### src/rtl/hack_cpu_ctrl.sv
// Multi-cycle fetch/decode/execute sequencer for the 16-bit Hack core; the ALU sits outside.
// Define HALT_DETECT_EN to stop in a HALT state on the "@L; 0;JMP" self-loop idiom.
module hack_cpu_ctrl #(
  parameter logic [14:0] RESET_PC = 15'h0000
) (
  input  logic        clk,
  input  logic        reset,
  output logic        imem_req,
  output logic [14:0] imem_addr,
  input  logic        imem_ready,
  input  logic [15:0] imem_rdata,
  output logic        dmem_rd,
  output logic        dmem_we,
  output logic [14:0] dmem_addr,
  output logic [15:0] dmem_wdata,
  input  logic [15:0] dmem_rdata,
  input  logic        dmem_ready,
  output logic [15:0] alu_x,
  output logic [15:0] alu_y,
  output logic        alu_zx,
  output logic        alu_nx,
  output logic        alu_zy,
  output logic        alu_ny,
  output logic        alu_f,
  output logic        alu_no,
  input  logic [15:0] alu_o,
  input  logic        alu_zr,
  input  logic        alu_ng,
  output logic [14:0] pc,
  output logic        instr_done,
  output logic        halted
);

`ifdef HALT_DETECT_EN
  typedef enum logic [2:0] {StFetch, StMrd, StExec, StMwr, StHalt} state_e;
`else
  typedef enum logic [1:0] {StFetch, StMrd, StExec, StMwr} state_e;
`endif

  state_e      state_q, state_d;
  logic [14:0] pc_q, pc_d;
  logic [15:0] a_q, a_d;
  logic [15:0] d_q, d_d;
  logic [15:0] ir_q, ir_d;
  logic [15:0] mdr_q, mdr_d;
  logic [14:0] waddr_q, waddr_d;
  logic [15:0] wdata_q, wdata_d;

`ifdef HALT_DETECT_EN
  // PC of the last retired instruction, valid only if it was an A-instruction.
  logic [14:0] last_a_pc_q, last_a_pc_d;
  logic        last_a_vld_q, last_a_vld_d;
  logic        halt_pend_q, halt_pend_d;
  logic        halt_hit;
`endif

  logic        is_c;
  logic        dest_a, dest_d, dest_m;
  logic        jump_taken;
  logic [14:0] pc_inc;

  assign is_c   = ir_q[15];
  assign dest_a = ir_q[5];
  assign dest_d = ir_q[4];
  assign dest_m = ir_q[3];
  assign pc_inc = pc_q + 15'd1;

  assign jump_taken = is_c & ((ir_q[2] & alu_ng) | (ir_q[1] & alu_zr) |
                              (ir_q[0] & ~alu_ng & ~alu_zr));

`ifdef HALT_DETECT_EN
  assign halt_hit = jump_taken & last_a_vld_q & (a_q[14:0] == last_a_pc_q);
`endif

  assign alu_x      = d_q;
  assign alu_y      = ir_q[12] ? mdr_q : a_q;
  assign alu_zx     = ir_q[11];
  assign alu_nx     = ir_q[10];
  assign alu_zy     = ir_q[9];
  assign alu_ny     = ir_q[8];
  assign alu_f      = ir_q[7];
  assign alu_no     = ir_q[6];
  assign imem_addr  = pc_q;
  assign pc         = pc_q;
  assign dmem_wdata = wdata_q;

  always_comb begin
    state_d    = state_q;
    pc_d       = pc_q;
    a_d        = a_q;
    d_d        = d_q;
    ir_d       = ir_q;
    mdr_d      = mdr_q;
    waddr_d    = waddr_q;
    wdata_d    = wdata_q;
    imem_req   = 1'b0;
    dmem_rd    = 1'b0;
    dmem_we    = 1'b0;
    dmem_addr  = a_q[14:0];
    instr_done = 1'b0;
    halted     = 1'b0;
`ifdef HALT_DETECT_EN
    last_a_pc_d  = last_a_pc_q;
    last_a_vld_d = last_a_vld_q;
    halt_pend_d  = halt_pend_q;
`endif

    case (state_q)
      StFetch: begin
        imem_req = 1'b1;
        if (imem_ready) begin
          ir_d    = imem_rdata;
          state_d = (imem_rdata[15] && imem_rdata[12]) ? StMrd : StExec;
        end
      end

      StMrd: begin
        dmem_rd = 1'b1;
        if (dmem_ready) begin
          mdr_d   = dmem_rdata;
          state_d = StExec;
        end
      end

      StExec: begin
        if (!is_c) begin
          a_d        = {1'b0, ir_q[14:0]};
          pc_d       = pc_inc;
          instr_done = 1'b1;
          state_d    = StFetch;
`ifdef HALT_DETECT_EN
          last_a_pc_d  = pc_q;
          last_a_vld_d = 1'b1;
`endif
        end else begin
          if (dest_d) d_d = alu_o;
          if (dest_a) a_d = alu_o;
          // Store address and jump target both come from A before this write.
          if (dest_m) begin
            waddr_d = a_q[14:0];
            wdata_d = alu_o;
          end
          pc_d = jump_taken ? a_q[14:0] : pc_inc;
`ifdef HALT_DETECT_EN
          last_a_vld_d = 1'b0;
`endif
          if (dest_m) begin
            state_d = StMwr;
`ifdef HALT_DETECT_EN
            halt_pend_d = halt_hit;
`endif
          end else begin
            instr_done = 1'b1;
`ifdef HALT_DETECT_EN
            state_d = halt_hit ? StHalt : StFetch;
`else
            state_d = StFetch;
`endif
          end
        end
      end

      StMwr: begin
        dmem_we   = 1'b1;
        dmem_addr = waddr_q;
        if (dmem_ready) begin
          instr_done = 1'b1;
`ifdef HALT_DETECT_EN
          state_d = halt_pend_q ? StHalt : StFetch;
`else
          state_d = StFetch;
`endif
        end
      end

`ifdef HALT_DETECT_EN
      StHalt: begin
        halted = 1'b1;
      end
`endif

      default: state_d = StFetch;
    endcase

    // Requests and pulses stay quiet while reset is held, whatever the state.
    if (reset) begin
      imem_req   = 1'b0;
      dmem_rd    = 1'b0;
      dmem_we    = 1'b0;
      instr_done = 1'b0;
      halted     = 1'b0;
    end
  end

  always_ff @(posedge clk) begin
    if (reset) begin
      state_q <= StFetch;
      pc_q    <= RESET_PC;
      a_q     <= '0;
      d_q     <= '0;
      ir_q    <= '0;
      mdr_q   <= '0;
      waddr_q <= '0;
      wdata_q <= '0;
`ifdef HALT_DETECT_EN
      last_a_pc_q  <= '0;
      last_a_vld_q <= 1'b0;
      halt_pend_q  <= 1'b0;
`endif
    end else begin
      state_q <= state_d;
      pc_q    <= pc_d;
      a_q     <= a_d;
      d_q     <= d_d;
      ir_q    <= ir_d;
      mdr_q   <= mdr_d;
      waddr_q <= waddr_d;
      wdata_q <= wdata_d;
`ifdef HALT_DETECT_EN
      last_a_pc_q  <= last_a_pc_d;
      last_a_vld_q <= last_a_vld_d;
      halt_pend_q  <= halt_pend_d;
`endif
    end
  end

endmodule

### config.mk
export PLATFORM = sky130hd
export DESIGN_NAME = hack_cpu_ctrl
export DESIGN_NICKNAME = d
export VERILOG_FILES = /design/src/rtl/hack_cpu_ctrl.sv
export SDC_FILE = /design/constraint.sdc
export NUM_CORES = 1
export LEC_CHECK = 0
export BUFFER_PORTS_ARGS = -buffer_cell sky130_fd_sc_hd__buf_2
export CAP_MARGIN = 10
export CELL_PAD_IN_SITES_DETAIL_PLACEMENT = 0
export CELL_PAD_IN_SITES_GLOBAL_PLACEMENT = 2
export CORE_ASPECT_RATIO = 1.75
export CORE_MARGIN = 1.5
export CORE_UTILIZATION = 29
export DETAILED_ROUTE_END_ITERATION = 16
export PLACE_DENSITY = 0.89
export SYNTH_ARGS = -nofsm -noshare
export SYNTH_HDL_FRONTEND = slang
export SYNTH_SLANG_ARGS = --single-unit
### constraint.sdc
create_clock -name clk -period 2.69 [get_ports clk]
set_input_delay 0.807 -clock clk [delete_from_list [all_inputs] [get_ports clk]]
set_output_delay 0.807 -clock clk [all_outputs]
set_load 0.02 [all_outputs]
==> qor.csv, run 1 <==
stage,metric,value,unit
clocking,cts_resized,0,
logic_synthesis,synth_area_leaders,"dfxtp_1 (44%), nand2_1 (13%), a21oi_1 (8.7%)",
finish,area_delta_synth_final,25.0,%
timing,finalCriticalPeriod,2.49,ns
logic_synthesis,synth_top_area_share,0.444,
route,remaining_drc_errors,0,
route,drtIter0Drc,227,
finish,antennaDiodeCount,0,
placement,numPortBuffers,156,
critical_path,crit_path_end_kind,primary output,
finish,drive_above_1_share,0.313,
clocking,cts_setup_buffers,0,
global_routing,grt_max_degree,100,
timing,timing.fmax,0.402,GHz
global_routing,overflow,0,
logic_synthesis,avgSynthCellArea,8.11,µm²
finish,finalCoreUtilization,0.371,
logic_synthesis,synth_seq_cells,112,
critical_path,critPathMaxStageDelay,0.41,ns
power,power,3.65,mW
timing,grt_setup_unrepaired,false,
placement,place.gp.congestion,0.791,
floorplan,fp-row-count,63,
critical_path,cp_max_fo,16,
clocking,clk_latency,0.36,ns
logic_synthesis,ys_seq_area_frac,0.444,
timing,fin_skew,0.0150,ns
logic_synthesis,synth_top_cell_by_area,dfxtp_1,
critical_path,path_cells,"nand2_1, buf_4, mux2_2, buf_2",
route,wire_per_inst,17.3,µm
global_routing,grt_pass1_wl,25300,µm
clocking,cts_tree,built,
clocking,clk_pin_slew,0.09,ns
timing,slew_violations,0,
status,status,finished clean,
floorplan,die_h,178,µm
clocking,root_buffer,clkbuf_16,
floorplan,num_io_pins,158,
clocking,clkSinkCount,112,
critical_path,arrival,1.68,ns
timing,setup_viol,0,
logic_synthesis,ys_warn_count,0,
power,leakagePower,2.61,nW
floorplan,start_util,0.297,
timing,fin_crit_sh,0.925,
clocking,cts.path.max_buffers,2,
logic_synthesis,synth-edff-count,0,
power,power_density,578,nW/µm²
global_routing,track_usage,0.187,
floorplan,core-area,17000,µm²
route,postRouteAntennaNets,0,
critical_path,critPathKind,reg2out,
timing,tightest_slew,0.800,ns
clocking,hold_buffers,0,
finish,nets,804,
clocking,htree_levels,3,
power,vdd_ir_drop_max,0.000312,V
logic_synthesis,synthCells,623,
run,cap_violations,0,
logic_synthesis,synthArstFlopShare,0,
floorplan,dieArea,18300,µm²
logic_synthesis,synth_nets,678,
critical_path,critPathLaunchType,flop,
logic_synthesis,synth_area,5050,µm²
global_routing,antenna_found_initial,0,
timing,fin_tns_setup,0,ns
route,num_vias,4727,
timing,relSlewSlack,0.467,
route,wl_met2,9270,µm
floorplan,die_x,103,µm
critical_path,cp_data_required_time,1.88,ns
logic_synthesis,yosys_most_used_dff,dfxtp_1,
route,first_pass_iters,4,
logic_synthesis,synth_most_common_cell,nand2_1,
critical_path,crit_path_top_delay_cell,dfxtp_1,
route,vias_per_cell,4.82,
min_path,hold_path.class,reg2reg,
route,topRoutingLayerUsed,met4,
logic_synthesis,ys_top_cells_by_count,"nand2_1 (169), dfxtp_1 (112), a21oi_1 (88)",
placement,dp_hpwl,12700,µm
clocking,cts_buffers,9,
timing,timing.hold.ws,0.452,ns
route,totalWireLength,17000,µm
route,met1Wirelength,6440,µm
timing,hold_violations,0,
route,dr_wl_met3,594,µm
logic_synthesis,synth.distinct_cells,47,
global_routing,grt_pass1_vias,4428,
-- placed cells by master (no fill, tap or decap), types with 3 or more instances in the layout --
cell type / synthesis / layout
nand2_1: 169 / 169
or4_1: 3 / 3
nand4_1: 5 / 5
a31oi_1: 8 / 8
mux2i_1: 19 / 19
o21ai_0: 6 / 6
buf_2: 10 / 155
a21oi_1: 88 / 87
o32ai_1: 3 / 3
nor2b_1: 4 / 4
nor3_1: 5 / 5
o211ai_1: 3 / 3
and3_1: 4 / 4
mux2_2: 35 / 35
inv_1: 8 / 8
and2_1: 3 / 3
clkbuf_16: 0 / 9
nand3_1: 11 / 11
a211oi_1: 16 / 16
dfxtp_1: 112 / 112
buf_4: 16 / 21
nand2b_1: 5 / 5
nor2_1: 27 / 26
inv_8: 0 / 3
-- sequential cells by signal (all words and copies together) (netlist names) --
signal	flops
mdr_q	16
state_q	2
imem_addr	15
alu_x	16
dmem_wdata	16
a_q	16
waddr_q	15
ir_q	16
-- metrics by stage --
| step | instances | setup slack (ns) | cell area (µm²) |
|---|---|---|---|
| after global placement | 965 | 0.272 | 5990 |
| after floorplan | 623 | 0.180 | 5050 |
| after global routing | 981 | 0.0884 | 6320 |
| after detailed placement | 965 | 0.225 | 5990 |
| final | 981 | 0.202 | 6320 |
| after CTS | 981 | 0.185 | 6320 |
-- metal layers --
metal  GRT usage  up-vias
met5           0        -
met4      0.0901        0
met3      0.0268       31
met2       0.338      119
met1       0.210     2209
li1            -     2368
-- area by class of cell --
cell class / instances / area (µm²)
inverter: 8 / 30.0
tap: 227 / 284
fill: 1868 / 10700
sequential: 112 / 2240
clock buffer: 9 / 225
clock inverter: 7 / 97.6
multi-input combinational: 441 / 2480
timing repair buffer: 177 / 953
-- power breakdown --
part / leakage (nW) / switching, mW / internal (mW) / total [mW]
logic: 1.55 / 0.276 / 0.169 / 0.444
registers: 0.907 / 0.0656 / 1.70 / 1.77
clock network: 0.159 / 0.686 / 0.757 / 1.44
total: 2.61 / 1.03 / 2.63 / 3.65
-- path summary, 6_finish.rpt --
| path | from | end | slack, ns | cells after the start |
|---|---|---|---|---|
| max | state_q[1] | dmem_addr[5] | 0.20 | 4 |
| min | waddr_q[6] | waddr_q[6] | 0.45 | 2 |
| max reg2reg | imem_addr[1] | imem_addr[14] | 0.53 | 5 |
| min reg2reg | waddr_q[6] | waddr_q[6] | 0.45 | 2 |
-- critical path: cells and delay by family, from the launching register on --
kind	cells	cell delay [ns]
simple gates	1	0.11
mux	1	0.38
buf+inv	2	0.42
flops	1	0.41
-- cells by family after synthesis --
family | synth area share
DFF | 0.444
xor gates and xnor gates | 0.00173
AOI/OAI and AO/OA | 0.160
adders and majority gates | 0.00247
other | 0.000742
buffers and inverters | 0.0663
and+or+nand+nor | 0.209
muxes | 0.116
No activity file was read; power rests on OpenSTA's default activity.
==> run 2, diff against run 1 <==
- PLACE_DENSITY: 0.89 -> unset
- PLACE_DENSITY_LB_ADDON: unset -> 0.1
- clock period: 2.69 -> 2.7 ns (I/O delays scaled with it)
==> run 2 against run 1 <==
  * Global-route usage up 1.2 points
  * Cell area down 1.3%
  * Die area unchanged
  * Hold slack better by 0.0012 ns
  * Via count down 0.63%
  * Critical path depth unchanged
  * First-iteration DRC count down 40%
  * Combinational power down 3%
  * Clock power down 9%
  * Wire length up 5.2%
  * Sequential cell count unchanged
  * Total power down 3.9%
  * Critical path type unchanged
  * Critical endpoint is now dmem_addr[10]
==> qor.csv, run 2 (synthesis results as in run 1) <==
stage,metric,value,unit,change
power,sequentialPowerShare,0.505,,+0.022
clocking,cts_resized,0,,unchanged
power,combPwrFrac,0.123,,about the same
timing,timing.fmax,0.393,GHz,
power,swShare,0.287,,+0.00605
route,postRouteAntennaNets,0,,unchanged
clocking,clk_pin_slew,0.08,ns,about the same
critical_path,arrival,1.73,ns,+0.05 ns
power,p_int,2.50,mW,-4.7%
timing,finalCriticalPeriod,2.54,ns,
finish,final_cell_mix,"nand2_1 (169), buf_2 (155), dfxtp_1 (112), a21oi_1 (87), mux2_2 (35)",,
finish,final_common_cell,nand2_1,,
status,status,finished clean,,
timing,relSlewSlack,0.432,,-0.0343
route,wire_per_inst,18.3,µm,+5.5%
timing,hold_violations,0,,unchanged
route,remaining_drc_errors,0,,unchanged
finish,fillers,1894,,+1.4%
floorplan,dieArea,18300,µm²,unchanged
floorplan,die_h,178,µm,unchanged
clocking,cts.path.max_buffers,2,,unchanged
finish,finalCoreUtilization,0.366,,-0.00470
global_routing,grt_pass1_vias,4622,,+4.4%
critical_path,path_delay_family,flip-flops,,
clocking,clkSinkCount,112,,unchanged
placement,dp.cells,961,,-0.41%
finish,area_delta_synth_final,23.4,%,
clocking,htree_levels,3,,unchanged
route,drtIter0Drc,137,,-40%
critical_path,cp_data_required_time,1.89,ns,about the same
timing,fin_skew,0.00603,ns,-0.00899 ns
route,totalWireLength,17900,µm,+5.2%
finish,nets,800,,-0.50%
global_routing,overflow,0,,unchanged
critical_path,crit_path_end_kind,primary output,,
power,vdd_ir_drop_max,0.000265,V,-15%
clocking,cts_tree,built,,
power,leakagePower,2.57,nW,-1.7%
timing,fin_tns_setup,0,ns,unchanged
floorplan,fp-row-count,63,,unchanged
finish,final_cells,979,,-0.20%
global_routing,antenna_found_initial,2,,+2
timing,setup_viol,0,,unchanged
route,vias_per_cell,4.80,,-0.43%
critical_path,cp_max_fo,16,,unchanged
finish,drive_above_1_share,0.308,,-0.00500
run,cap_violations,0,,unchanged
power,power,3.51,mW,-3.9%
timing,slew_violations,0,,unchanged
floorplan,num_io_pins,158,,unchanged
floorplan,die_x,103,µm,unchanged
placement,dp_hpwl,13100,µm,+3.6%
timing,tightest_slew,0.852,ns,+0.0515 ns
clocking,cts_buffers,9,,unchanged
critical_path,critPathKind,reg2out,,
power,power_density,563,nW/µm²,-2.7%
clocking,cts_setup_buffers,0,,unchanged
timing,fin_ws,0.158,ns,-0.0434 ns
critical_path,crit_path_top_delay_cell,dfxtp_1,,
critical_path,path_cells,"nand2_1, buf_4, mux2_2, buf_2",,
global_routing,track_usage,0.199,,+0.0122
clocking,hold_buffers,0,,unchanged
critical_path,critPathMaxStageDelay,0.56,ns,+0.15 ns
min_path,hold_path.class,reg2reg,,
clocking,clk_latency,0.35,ns,about the same
global_routing,grt_max_degree,75,,-25%
timing,grt_setup_unrepaired,false,,
power,clockPowerShare,0.372,,-0.023
critical_path,cp_num_buf_inv,2,,unchanged
timing,fin_crit_sh,0.941,,
floorplan,core-area,17000,µm²,unchanged
route,first_pass_iters,4,,unchanged
placement,place.gp.congestion,0.774,,-2.2%
clocking,root_buffer,clkbuf_16,,
power,switchingPower,1.01,mW,-1.9%
placement,numPortBuffers,156,,unchanged
placement,pre_cts_slack,0.212,ns,-0.0129 ns
critical_path,critPathLaunchType,flop,,
global_routing,grt_pass1_wl,26900,µm,+6.4%
route,num_vias,4697,,-0.63%
floorplan,start_util,0.297,,unchanged
## run 2: changes by cell type in the layout (fill, tap and decap cells not counted), sizes merged
cell / previous run / this run
inv: 12 / 11
diode: 0 / 2
buf: 177 / 173
clkbuf: 9 / 10
clkinv: 2 / 3
bufinv: 1 / 0
## run 2: worst register-to-register path, stage by stage, from the launching register on
cell and delay [ns]:
dfxtp_1 0.47, ha_1 0.29, nand4_1 0.24, or4_1 0.56, or4_1 0.41, a31oi_1 0.16
## run 2: power groups by stage
stage / Clock [mW] / Combinational (mW) / Sequential [mW]
2_1_floorplan: 0 / 0.268 / 1.78
3_3_place_gp: 0 / 0.437 / 1.81
3_5_place_dp: 0 / 0.437 / 1.81
4_1_cts: 1.36 / 0.439 / 1.78
5_1_grt: 1.41 / 0.474 / 1.78
6_report: 1.31 / 0.431 / 1.77
## run 2: layout make-up
type / instances / area, µm² / area share
multi-input cells: 441 / 2480 / 0.398
flip-flops and latches: 112 / 2240 / 0.360
repair buffers: 173 / 911 / 0.146
well taps: 227 / 284 / 0.0455
clock buffers: 10 / 229 / 0.0367
clock inverters: 6 / 51.3 / 0.00823
inverters: 8 / 30.0 / 0.00482
diodes: 2 / 5.00 / 0.000803
## run 2: stage by stage
step                      hold slack (ns)  cell area (µm²)
after floorplan                     0.433             5050
after global placement              0.440             5950
after detailed placement            0.443             5950
after CTS                           0.455             6230
after global routing                0.476             6230
final                               0.453             6240
## run 2: per-layer routing
layer | part of all wire | routed length [µm] | vias up | GRT usage
met5 | 0 | 0 | - | 0
met2 | 0.53 | 9540 | 116 | 0.361
li1 | - | - | 2365 | -
met3 | 0.044 | 787 | 14 | 0.0390
met1 | 0.40 | 7220 | 2202 | 0.230
met4 | 0.020 | 365 | 0 | 0.0642
## run 2: final timing paths
kind	cells after the start	end	slack, ns	from
hold / removal	2	mdr_q[7]	0.45	mdr_q[7]
setup reg to reg	5	imem_addr[14]	0.51	imem_addr[0]
hold reg to reg	2	mdr_q[7]	0.45	mdr_q[7]
setup / recovery	4	dmem_addr[10]	0.16	state_q[0]
